`src/rtl/dmem_port_arbiter_if.sv`:
```
// dmem_port_arbiter_if
//   Bundles the three buses that meet at the data-memory port arbiter:
//   the riscv_cpu data interface, the external loader/debug (ext) requester
//   and the data_mem port.
//   Modports:
//     slave  - the arbiter's view (takes cpu/ext requests and mem_rdata,
//              drives grants, read data, stall and the mem_* bus)
//     master - the surrounding system's view (cpu, ext requester and memory)
//   Signals:
//     cpu_req/cpu_we/cpu_funct3/cpu_addr/cpu_wdata  CPU access request
//     cpu_rdata/cpu_stall                           CPU load data and stall
//     ext_req/ext_we/ext_addr/ext_wdata             external burst request
//     ext_gnt/ext_rdata/ext_rvalid                  external grant and read data
//     mem_we/mem_funct3/mem_addr/mem_wdata          to data_mem
//     mem_rdata                                     from data_mem (combinational)
interface dmem_port_arbiter_if;
  logic        cpu_req;
  logic        cpu_we;
  logic [2:0]  cpu_funct3;
  logic [31:0] cpu_addr;
  logic [31:0] cpu_wdata;
  logic [31:0] cpu_rdata;
  logic        cpu_stall;

  logic        ext_req;
  logic        ext_gnt;
  logic        ext_we;
  logic [31:0] ext_addr;
  logic [31:0] ext_wdata;
  logic [31:0] ext_rdata;
  logic        ext_rvalid;

  logic        mem_we;
  logic [2:0]  mem_funct3;
  logic [31:0] mem_addr;
  logic [31:0] mem_wdata;
  logic [31:0] mem_rdata;

  modport slave (
    input  cpu_req, cpu_we, cpu_funct3, cpu_addr, cpu_wdata,
    output cpu_rdata, cpu_stall,
    input  ext_req, ext_we, ext_addr, ext_wdata,
    output ext_gnt, ext_rdata, ext_rvalid,
    output mem_we, mem_funct3, mem_addr, mem_wdata,
    input  mem_rdata
  );

  modport master (
    output cpu_req, cpu_we, cpu_funct3, cpu_addr, cpu_wdata,
    input  cpu_rdata, cpu_stall,
    output ext_req, ext_we, ext_addr, ext_wdata,
    input  ext_gnt, ext_rdata, ext_rvalid,
    input  mem_we, mem_funct3, mem_addr, mem_wdata,
    output mem_rdata
  );
endinterface

```
`src/rtl/dmem_port_arbiter.sv`:
```
// dmem_port_arbiter
//   Shares the single data_mem port between the CPU data interface and an
//   external loader/debug requester. The CPU owns the port by default; the
//   external side gets bounded bursts through a registered req/gnt handshake
//   and the CPU is stalled while it is locked out.
//   Optional build macro: DMEM_ARB_STATS_EN adds free-running stall_cycles
//   and ext_beats counters as extra output ports.
//   Ports:
//     clk           clock, rising edge
//     reset         asynchronous, active-low reset (0 = in reset)
//     bus           dmem_port_arbiter_if.slave (cpu, ext and mem buses)
//     stall_cycles  [DMEM_ARB_STATS_EN] cycles with cpu_stall=1, wraps at 2^32
//     ext_beats     [DMEM_ARB_STATS_EN] completed ext beats, wraps at 2^32
module dmem_port_arbiter #(
  parameter int MAX_BURST  = 8,
  parameter int STARVE_LIM = 16,
  parameter int CNT_W      = 5
) (
  input  logic                 clk,
  input  logic                 reset,
  dmem_port_arbiter_if.slave   bus
`ifdef DMEM_ARB_STATS_EN
  ,
  output logic [31:0]          stall_cycles,
  output logic [31:0]          ext_beats
`endif
);

  typedef enum logic {
    S_CPU = 1'b0,
    S_EXT = 1'b1
  } state_t;

  localparam logic [CNT_W-1:0] BURST_LAST  = CNT_W'(MAX_BURST - 1);
  localparam logic [CNT_W-1:0] STARVE_LAST = CNT_W'(STARVE_LIM - 1);

  state_t           state;
  logic [CNT_W-1:0] burst_cnt;
  logic [CNT_W-1:0] starve_cnt;
  logic             hold_cpu;
  logic             beat;
  logic             read_beat;
  logic             grant;

  // ext_addr[1:0] is deliberately ignored: the ext side is word-only.
  logic unused_addr_bits;
  assign unused_addr_bits = &{1'b0, bus.ext_addr[1:0]};

  assign beat      = bus.ext_req & bus.ext_gnt;
  assign read_beat = beat & ~bus.ext_we;

  // hold_cpu blocks a regrant in the cycle right after a burst was cut short
  // by MAX_BURST, so the waiting CPU is guaranteed at least one access.
  assign grant = (state == S_CPU) & ~hold_cpu & bus.ext_req &
                 (~bus.cpu_req | (starve_cnt == STARVE_LAST));

  assign bus.cpu_stall = bus.cpu_req & (state == S_EXT);
  assign bus.cpu_rdata = bus.mem_rdata;

  // Ownership FSM. ext_gnt is registered and tracks S_EXT exactly.
  // In S_EXT burst_cnt saturates at MAX_BURST-1; the burst only ends there
  // if the CPU is actually waiting.
  always_ff @(posedge clk or negedge reset) begin
    if (!reset) begin
      state       <= S_CPU;
      bus.ext_gnt <= 1'b0;
      burst_cnt   <= '0;
      starve_cnt  <= '0;
      hold_cpu    <= 1'b0;
    end else begin
      case (state)
        S_CPU: begin
          hold_cpu <= 1'b0;
          if (grant) begin
            state       <= S_EXT;
            bus.ext_gnt <= 1'b1;
            starve_cnt  <= '0;
          end else if (bus.ext_req & bus.cpu_req) begin
            starve_cnt <= starve_cnt + CNT_W'(1);
          end else begin
            starve_cnt <= '0;
          end
        end
        S_EXT: begin
          if (!bus.ext_req) begin
            state       <= S_CPU;
            bus.ext_gnt <= 1'b0;
            burst_cnt   <= '0;
          end else if (burst_cnt == BURST_LAST) begin
            if (bus.cpu_req) begin
              state       <= S_CPU;
              bus.ext_gnt <= 1'b0;
              burst_cnt   <= '0;
              hold_cpu    <= 1'b1;
            end
          end else begin
            burst_cnt <= burst_cnt + CNT_W'(1);
          end
        end
      endcase
    end
  end

  // Read data is captured on the beat and presented one cycle later as a
  // single-cycle pulse, which also covers a read on the final beat.
  always_ff @(posedge clk or negedge reset) begin
    if (!reset) begin
      bus.ext_rvalid <= 1'b0;
      bus.ext_rdata  <= '0;
    end else begin
      bus.ext_rvalid <= read_beat;
      if (read_beat) begin
        bus.ext_rdata <= bus.mem_rdata;
      end
    end
  end

  // Memory port mux. In S_EXT no CPU store can reach memory.
  always_comb begin
    bus.mem_we     = bus.cpu_req & bus.cpu_we;
    bus.mem_funct3 = bus.cpu_funct3;
    bus.mem_addr   = bus.cpu_addr;
    bus.mem_wdata  = bus.cpu_wdata;
    if (state == S_EXT) begin
      bus.mem_we     = bus.ext_req & bus.ext_we;
      bus.mem_funct3 = 3'b010;
      bus.mem_addr   = {bus.ext_addr[31:2], 2'b00};
      bus.mem_wdata  = bus.ext_wdata;
    end
  end

`ifdef DMEM_ARB_STATS_EN
  always_ff @(posedge clk or negedge reset) begin
    if (!reset) begin
      stall_cycles <= '0;
      ext_beats    <= '0;
    end else begin
      if (bus.cpu_stall) begin
        stall_cycles <= stall_cycles + 32'd1;
      end
      if (beat) begin
        ext_beats <= ext_beats + 32'd1;
      end
    end
  end
`endif

endmodule

```
`src/flat_wrapper.sv`:
```
// flat-port wrapper written by rule: the top's interface ports become plain ports
module dmem_port_arbiter_flat 
#(
  parameter int MAX_BURST  = 8,
  parameter int STARVE_LIM = 16,
  parameter int CNT_W      = 5
)
  (clk, reset, bus_cpu_req, bus_cpu_we, bus_cpu_funct3, bus_cpu_addr, bus_cpu_wdata, bus_cpu_rdata, bus_cpu_stall, bus_ext_req, bus_ext_we, bus_ext_addr, bus_ext_wdata, bus_ext_gnt, bus_ext_rdata, bus_ext_rvalid, bus_mem_we, bus_mem_funct3, bus_mem_addr, bus_mem_wdata, bus_mem_rdata);
  dmem_port_arbiter_if bus_i ();
  input  logic clk;
  input  logic reset;
  input wire logic [$bits(bus_i.cpu_req)-1:0] bus_cpu_req;
  input wire logic [$bits(bus_i.cpu_we)-1:0] bus_cpu_we;
  input wire logic [$bits(bus_i.cpu_funct3)-1:0] bus_cpu_funct3;
  input wire logic [$bits(bus_i.cpu_addr)-1:0] bus_cpu_addr;
  input wire logic [$bits(bus_i.cpu_wdata)-1:0] bus_cpu_wdata;
  output wire logic [$bits(bus_i.cpu_rdata)-1:0] bus_cpu_rdata;
  output wire logic [$bits(bus_i.cpu_stall)-1:0] bus_cpu_stall;
  input wire logic [$bits(bus_i.ext_req)-1:0] bus_ext_req;
  input wire logic [$bits(bus_i.ext_we)-1:0] bus_ext_we;
  input wire logic [$bits(bus_i.ext_addr)-1:0] bus_ext_addr;
  input wire logic [$bits(bus_i.ext_wdata)-1:0] bus_ext_wdata;
  output wire logic [$bits(bus_i.ext_gnt)-1:0] bus_ext_gnt;
  output wire logic [$bits(bus_i.ext_rdata)-1:0] bus_ext_rdata;
  output wire logic [$bits(bus_i.ext_rvalid)-1:0] bus_ext_rvalid;
  output wire logic [$bits(bus_i.mem_we)-1:0] bus_mem_we;
  output wire logic [$bits(bus_i.mem_funct3)-1:0] bus_mem_funct3;
  output wire logic [$bits(bus_i.mem_addr)-1:0] bus_mem_addr;
  output wire logic [$bits(bus_i.mem_wdata)-1:0] bus_mem_wdata;
  input wire logic [$bits(bus_i.mem_rdata)-1:0] bus_mem_rdata;
  assign bus_i.cpu_req = bus_cpu_req;
  assign bus_i.cpu_we = bus_cpu_we;
  assign bus_i.cpu_funct3 = bus_cpu_funct3;
  assign bus_i.cpu_addr = bus_cpu_addr;
  assign bus_i.cpu_wdata = bus_cpu_wdata;
  assign bus_cpu_rdata = bus_i.cpu_rdata;
  assign bus_cpu_stall = bus_i.cpu_stall;
  assign bus_i.ext_req = bus_ext_req;
  assign bus_i.ext_we = bus_ext_we;
  assign bus_i.ext_addr = bus_ext_addr;
  assign bus_i.ext_wdata = bus_ext_wdata;
  assign bus_ext_gnt = bus_i.ext_gnt;
  assign bus_ext_rdata = bus_i.ext_rdata;
  assign bus_ext_rvalid = bus_i.ext_rvalid;
  assign bus_mem_we = bus_i.mem_we;
  assign bus_mem_funct3 = bus_i.mem_funct3;
  assign bus_mem_addr = bus_i.mem_addr;
  assign bus_mem_wdata = bus_i.mem_wdata;
  assign bus_i.mem_rdata = bus_mem_rdata;
  dmem_port_arbiter #(.MAX_BURST(MAX_BURST), .STARVE_LIM(STARVE_LIM), .CNT_W(CNT_W)) u_core (.clk(clk), .reset(reset), .bus(bus_i));
endmodule
```
`config.mk`:
```
export PLATFORM = sky130hd
export DESIGN_NAME = dmem_port_arbiter_flat
export DESIGN_NICKNAME = d
export VERILOG_FILES = /design/src/rtl/dmem_port_arbiter_if.sv /design/src/rtl/dmem_port_arbiter.sv /design/src/flat_wrapper.sv
export SDC_FILE = /design/constraint.sdc
export NUM_CORES = 1
export LEC_CHECK = 0
export ABC_AREA = 1
export CAP_MARGIN = 20
export CORE_AREA = 2 2 117 119
export DETAILED_ROUTE_END_ITERATION = 12
export DIE_AREA = 0 0 119 121
export PLACE_DENSITY_LB_ADDON = 0.08
export SLEW_MARGIN = 0
export SYNTH_ARGS = -nofsm -noshare
export SYNTH_HDL_FRONTEND = slang
export SYNTH_SLANG_ARGS = --single-unit
```
`constraint.sdc`:
```
create_clock -name clk -period 1.9 [get_ports clk]
set_input_delay 0.57 -clock clk [delete_from_list [all_inputs] [get_ports clk]]
set_output_delay 0.57 -clock clk [all_outputs]
set_load 0.005 [all_outputs]
```
### Word-level counts from Yosys, hierarchy flattened

Index checks and enable logic that the tools add are counted.

| operators by class | value |
|---|---|
| add/subtract/negate cells | 2 |
| eq/ne operators | 9 |
| multiplexer cells | 23 |
| bitwise operators | 14 |
| reductions and logical operators | 3 |

Operators by type and width:

| cell | count |
|---|---|
| 32-bit two-way mux | 2 |
| 5-bit two-way mux | 5 |
| 1-bit two-way mux | 12 |
| 5-bit by 1-bit adder with 5-bit output, second input constant | 2 |
| 1-bit bitwise AND | 9 |
| 3-bit inequality test, second input constant | 3 |
| 2-bit inequality test, second input constant | 3 |
| 1-bit one-hot mux with 2 select lines | 3 |
| 3-bit AND reduction | 2 |
| 5-bit by 3-bit equality test with 1-bit output, second input constant | 1 |
| 5-bit by 4-bit equality test with 1-bit output, second input constant | 1 |
| 1-bit NOT | 4 |
| 3-bit two-way mux | 1 |
| 2-bit by 1-bit inequality test with 1-bit output, second input constant | 1 |
| 2-bit AND reduction | 1 |
| 1-bit bitwise OR | 1 |

| word-level totals | value |
|---|---|
| flip-flop bits (word level) | 46 |
| input port bits | 169 |
| logic and storage cells | 58 |

### Longest topological paths before layout

| logic depth | value |
|---|---|
| depth in word-level cells | 6 |
| gate-level depth with buffers | 8 |
| mapped depth without buffers | 8 |

### Worst setup path after synthesis

OpenSTA, ideal clock, no wires.

| timing | value |
|---|---|
| path kind | reg2out |
| start point | register u_core.state |
| end point | output bus_mem_wdata[10] |
| arrival | 0.978 ns |
| data required time | 1.330 ns |
| path slack | 0.352 ns |
| stages on the path, launching flop included | 7 |
| path buffers | 3 |
| cells stage by stage | dfrtp_1 buf_4 inv_2 buf_4 buf_2 nand2_1 nand2_1 |

| between the ends | value |
|---|---|
| word-level cells in the longest chain between the ends | 1 |

Ends and longest elaborated chain:

| item | line | text |
|---|---|---|
| from (decl) | dmem_port_arbiter.sv:37 | `state_t state;` |
| from (signal assigned) | dmem_port_arbiter.sv:65 | `state <= S_CPU;` |
| from (signal assigned) | dmem_port_arbiter.sv:75 | `state <= S_EXT;` |
| from (signal assigned) | dmem_port_arbiter.sv:86 | `state <= S_CPU;` |
| 32-bit two-way mux | dmem_port_arbiter.sv:124 | `if (state == S_EXT) begin` |
| to (decl) | flat_wrapper.sv:29 | `output wire logic [$bits(bus_i.mem_wdata)-1:0] bus_mem_wdata;` |

Every way passes these cells.

### Worst setup path after layout

| timing | value |
|---|---|
| start point | register u_core.state |
| end point | output bus_mem_wdata[1] |

Same word-level chain as after synthesis.

==> impl_metrics.tcl <==
set metrics [dict create \
    clock_tree_from_tritoncts "done" \
    slew_headroom_pct 62.3 \
    synth.yosys.seq_area_share_pct 37.8 \
    post_route_cells_drive_above_1_share_pct 32.7 \
    post-route-cell-area_sq_mm 0.00722 \
    yosys_most_used_dff "dfrtp_1" \
    grt_pass1_wl_um 21600 \
    r2r_end "u_core.starve_cnt[4]$_DFFE_PN0N_" \
    ios 304 \
    synth-xor-area-share_pct 0.288 \
    rrSetupSlack_ps 250 \
    yosys_warnings 0 \
    synth_compound_area_share_pct 2.59 \
    run_status "finished, violations left" \
    required_ps 1330 \
    failing_checks "setup timing" \
    sum_of_routed_wire_length_over_all_layers_um 14100 \
    rsz0062_at_grt "yes" \
    power.leakage_nw 3.69 \
    initial_core_utilization_pct 23.3 \
    final-setup-viol-count 67 \
    final-max-slew-violation-count 0 \
    worst_setup_path_start_kind "flip-flop" \
    total_power_mw 4.67 \
    timing.setup.critical_path_class "reg -> out" \
    fmax_mhz 489 \
    route.detailed.wl_per_inst_um 14.4 \
    globalRouteTotalUtil_pct 18.9 \
    place.gp.congestion 0.788 \
    insertedDiodeCount 0 \
    global_route.overflow_total 0 \
    drc 0 \
    synth-seq-cells 46 \
    worstPathCellList "buf_12 -> buf_8 -> buf_8 -> buf_16 -> nand2_2 -> nand2_1 -> buf_2" \
    clk_transition_reported_paths_ps 60 \
    drt_first_pass_iters 4 \
    post_synth_and_or_nand_nor_area_fraction_pct 43.5 \
    syn_area_per_cell_sq_um 6.44 \
    placed_area_sq_mm 0.00627 \
    max_cap_viols 0 \
    vdd_ir_drop_max_mv 0.497 \
    die_area_sq_mm 0.0144 \
    timing.final.crit_share_pct 108 \
    grt_start_max_net_pins 34 \
    synth.distinct_cells 25 \
    via_count 4141 \
    worst_ep_arrival_time_ps 1470 \
    number_of_nets_in_the_final_layout 976 \
    finalNonFillerCells 981 \
    tightestPinTransition_ps 565 \
    worst_path_max_delay_cell "dfrtp_2" \
    vias_per_cell 4.22 \
    utilization_pct 55.2 \
    place_ws_ps -463 \
    cts_buffers 5 \
    finClkSkew_ps 8.48 \
    synth_adder_area_share_pct 1.23 \
    r2r_start "u_core.state$_DFF_PN0_" \
    finalCriticalPeriod_ps 2040 \
    least_setup_slack_across_all_paths_after_layout_ps -144 \
    placed_cells 935 \
    detail-route-antenna-nets 0 \
    dpl.hpwl_um 9990 \
    cellPowerDensity_mw_per_mm2 647 \
    vias_in_the_first_global_route 4232 \
    hold_path.class "in -> async" \
    cells_after_synthesis 473 \
    critical_path_peak_fanout 6 \
    setup.worst_path.start "u_core.state$_DFF_PN0_" \
    cts.root.buffer_cell "clkbuf_16" \
    synth_top_family_by_area "simple AND/OR/NAND/NOR gates" \
    clock-sinks 46 \
    syn_area_sq_mm 0.00305 \
    i_o_buffers 301 \
    layout-area-overhead-vs-synth_pct 137 \
    core.rowCount 42 \
    synth_enable_flop_cells 0 \
    largest_stage_delay_worst_path_ps 440 \
    die_width_um 119 \
    multiplexer_area_fraction_after_synthesis_pct 0 \
    grt_antenna_before_repair 0 \
    critical-path-top-cell-by-count "buf_8" \
    fillCellCount 1207 \
    timing.critical_path.max_delay_family "buffers and inverters" \
    synth-async-reset-ratio_pct 100 \
    layout.area.seq_sq_mm 0.00115 \
    report.final.hold_viol_count 0 \
    multi_input_area_sq_mm 0.00181 \
    net_count_after_synthesis 645 \
    core_area_sq_mm 0.0131 \
    postCtsHoldBufs 0 \
    cts_max_path_buffers 2 \
    clk_latency_ps 280 \
    worstSetupEndpointType "output pin" \
    reg2reg_depth 8 \
    h-tree-depth 2 \
    drt_first_iter_violations 196 \
    die_h_um 121 \
    timing.critical_path.buf_inv 5 \
]
==> area by class of cell <==
type                       instances  area share, %
sequential                        46           16.0
clock buffer                       7           1.84
timing repair buffer             379           52.8
clock inverter                     1          0.416
multi-input combinational        356           25.1
tap                              176           3.05
inverter                          16          0.901
==> registers in the layout, summed over array words and instances (netlist names) <==
register,cells
u_core.bus.ext_rvalid,1
u_core.burst_cnt,5
u_core.hold_cpu,1
u_core.starve_cnt,5
u_core.bus.ext_rdata,32
u_core.state,1
u_core.bus.ext_gnt,1
==> timing repair <==
action,4_1_cts,5_1_grt
endpoints found under the setup margin,101,69
cloned,16,0
resized for setup,411,87
buffers inserted,23,2
pin swaps,22,28
==> worst register-to-register path: cells and delay by family (launching register included) <==
family | cells | cell delay (ps)
buffers and inverters | 4 | 570
flip-flops | 1 | 440
AO/OA/AOI/OAI | 2 | 270
AND/OR/NAND/NOR | 2 | 260
==> worst max-delay path by stage <==
stage                        end  cells after the start
3_5_place_dp          bus_mem_we                      4
5_1_grt         bus_mem_wdata[1]                      7
6_report        bus_mem_wdata[1]                      7
4_1_cts         bus_mem_addr[15]                      7
3_3_place_gp          bus_mem_we                      4
2_1_floorplan  bus_mem_wdata[10]                      6
==> through the flow <==
step	setup TNS (ps)	hold WS [ps]
2_1_floorplan	0	274
3_3_place_gp	-32530	453
3_5_place_dp	-33780	458
4_1_cts	-5280	259
5_1_grt	-7950	288
6_report	-4300	244
==> cell families after synthesis <==
family                   count (synthesis)
AND/OR/NAND/NOR                        341
adder cells (fa/ha/maj)                  3
buffers and inverters                   71
flip-flops                              46
XOR/XNOR                                 1
AO/OA/AOI/OAI                           11
==> cells in the final DEF, fill, tap and decap left out, types with 6 or more instances in the layout <==
cell             Yosys  layout
nand2_1            308     216
clkdlybuf4s50_1      0     194
nand2_2              1      73
buf_2               10      55
dfrtp_1             46      45
buf_4               38      38
dlygate4sd2_1        0      31
buf_6                3      23
nand2_4              1      21
buf_16               0      15
inv_1               12      11
nand3_1             12      11
buf_12               0      11
nor2_1              14      10
o21ai_0              6       6
==> power by group <==
group / leakage, nW / internal, mW / switching (mW)
logic: 3.03 / 1.45 / 0.928
registers: 0.585 / 1.20 / 0.128
clock network: 0.0781 / 0.622 / 0.348
==> synthesized netlist by cell type, types with 3 or more instances <==
| master | number | area (sq um) |
|---|---|---|
| nand2_1 | 308 | 1160 |
| dfrtp_1 | 46 | 1150 |
| inv_1 | 12 | 45.0 |
| nand3_1 | 12 | 60.1 |
| clkbuf_1 | 4 | 15.0 |
| inv_2 | 4 | 15.0 |
| nor2_1 | 14 | 52.6 |
| buf_2 | 10 | 50.1 |
| o21ai_0 | 6 | 30.0 |
| buf_6 | 3 | 33.8 |
| buf_4 | 38 | 285 |
| ha_1 | 3 | 37.5 |
==> per-layer routing <==
metal	GRT usage, %	part of all wire, %	up-vias
li1	-	-	2058
met1	21.9	38	1881
met2	34.1	53	183
met3	4.65	6.9	19
met4	5.88	2.1	0
met5	0	0	-
Note: power is estimated with default switching activity, not from simulation.
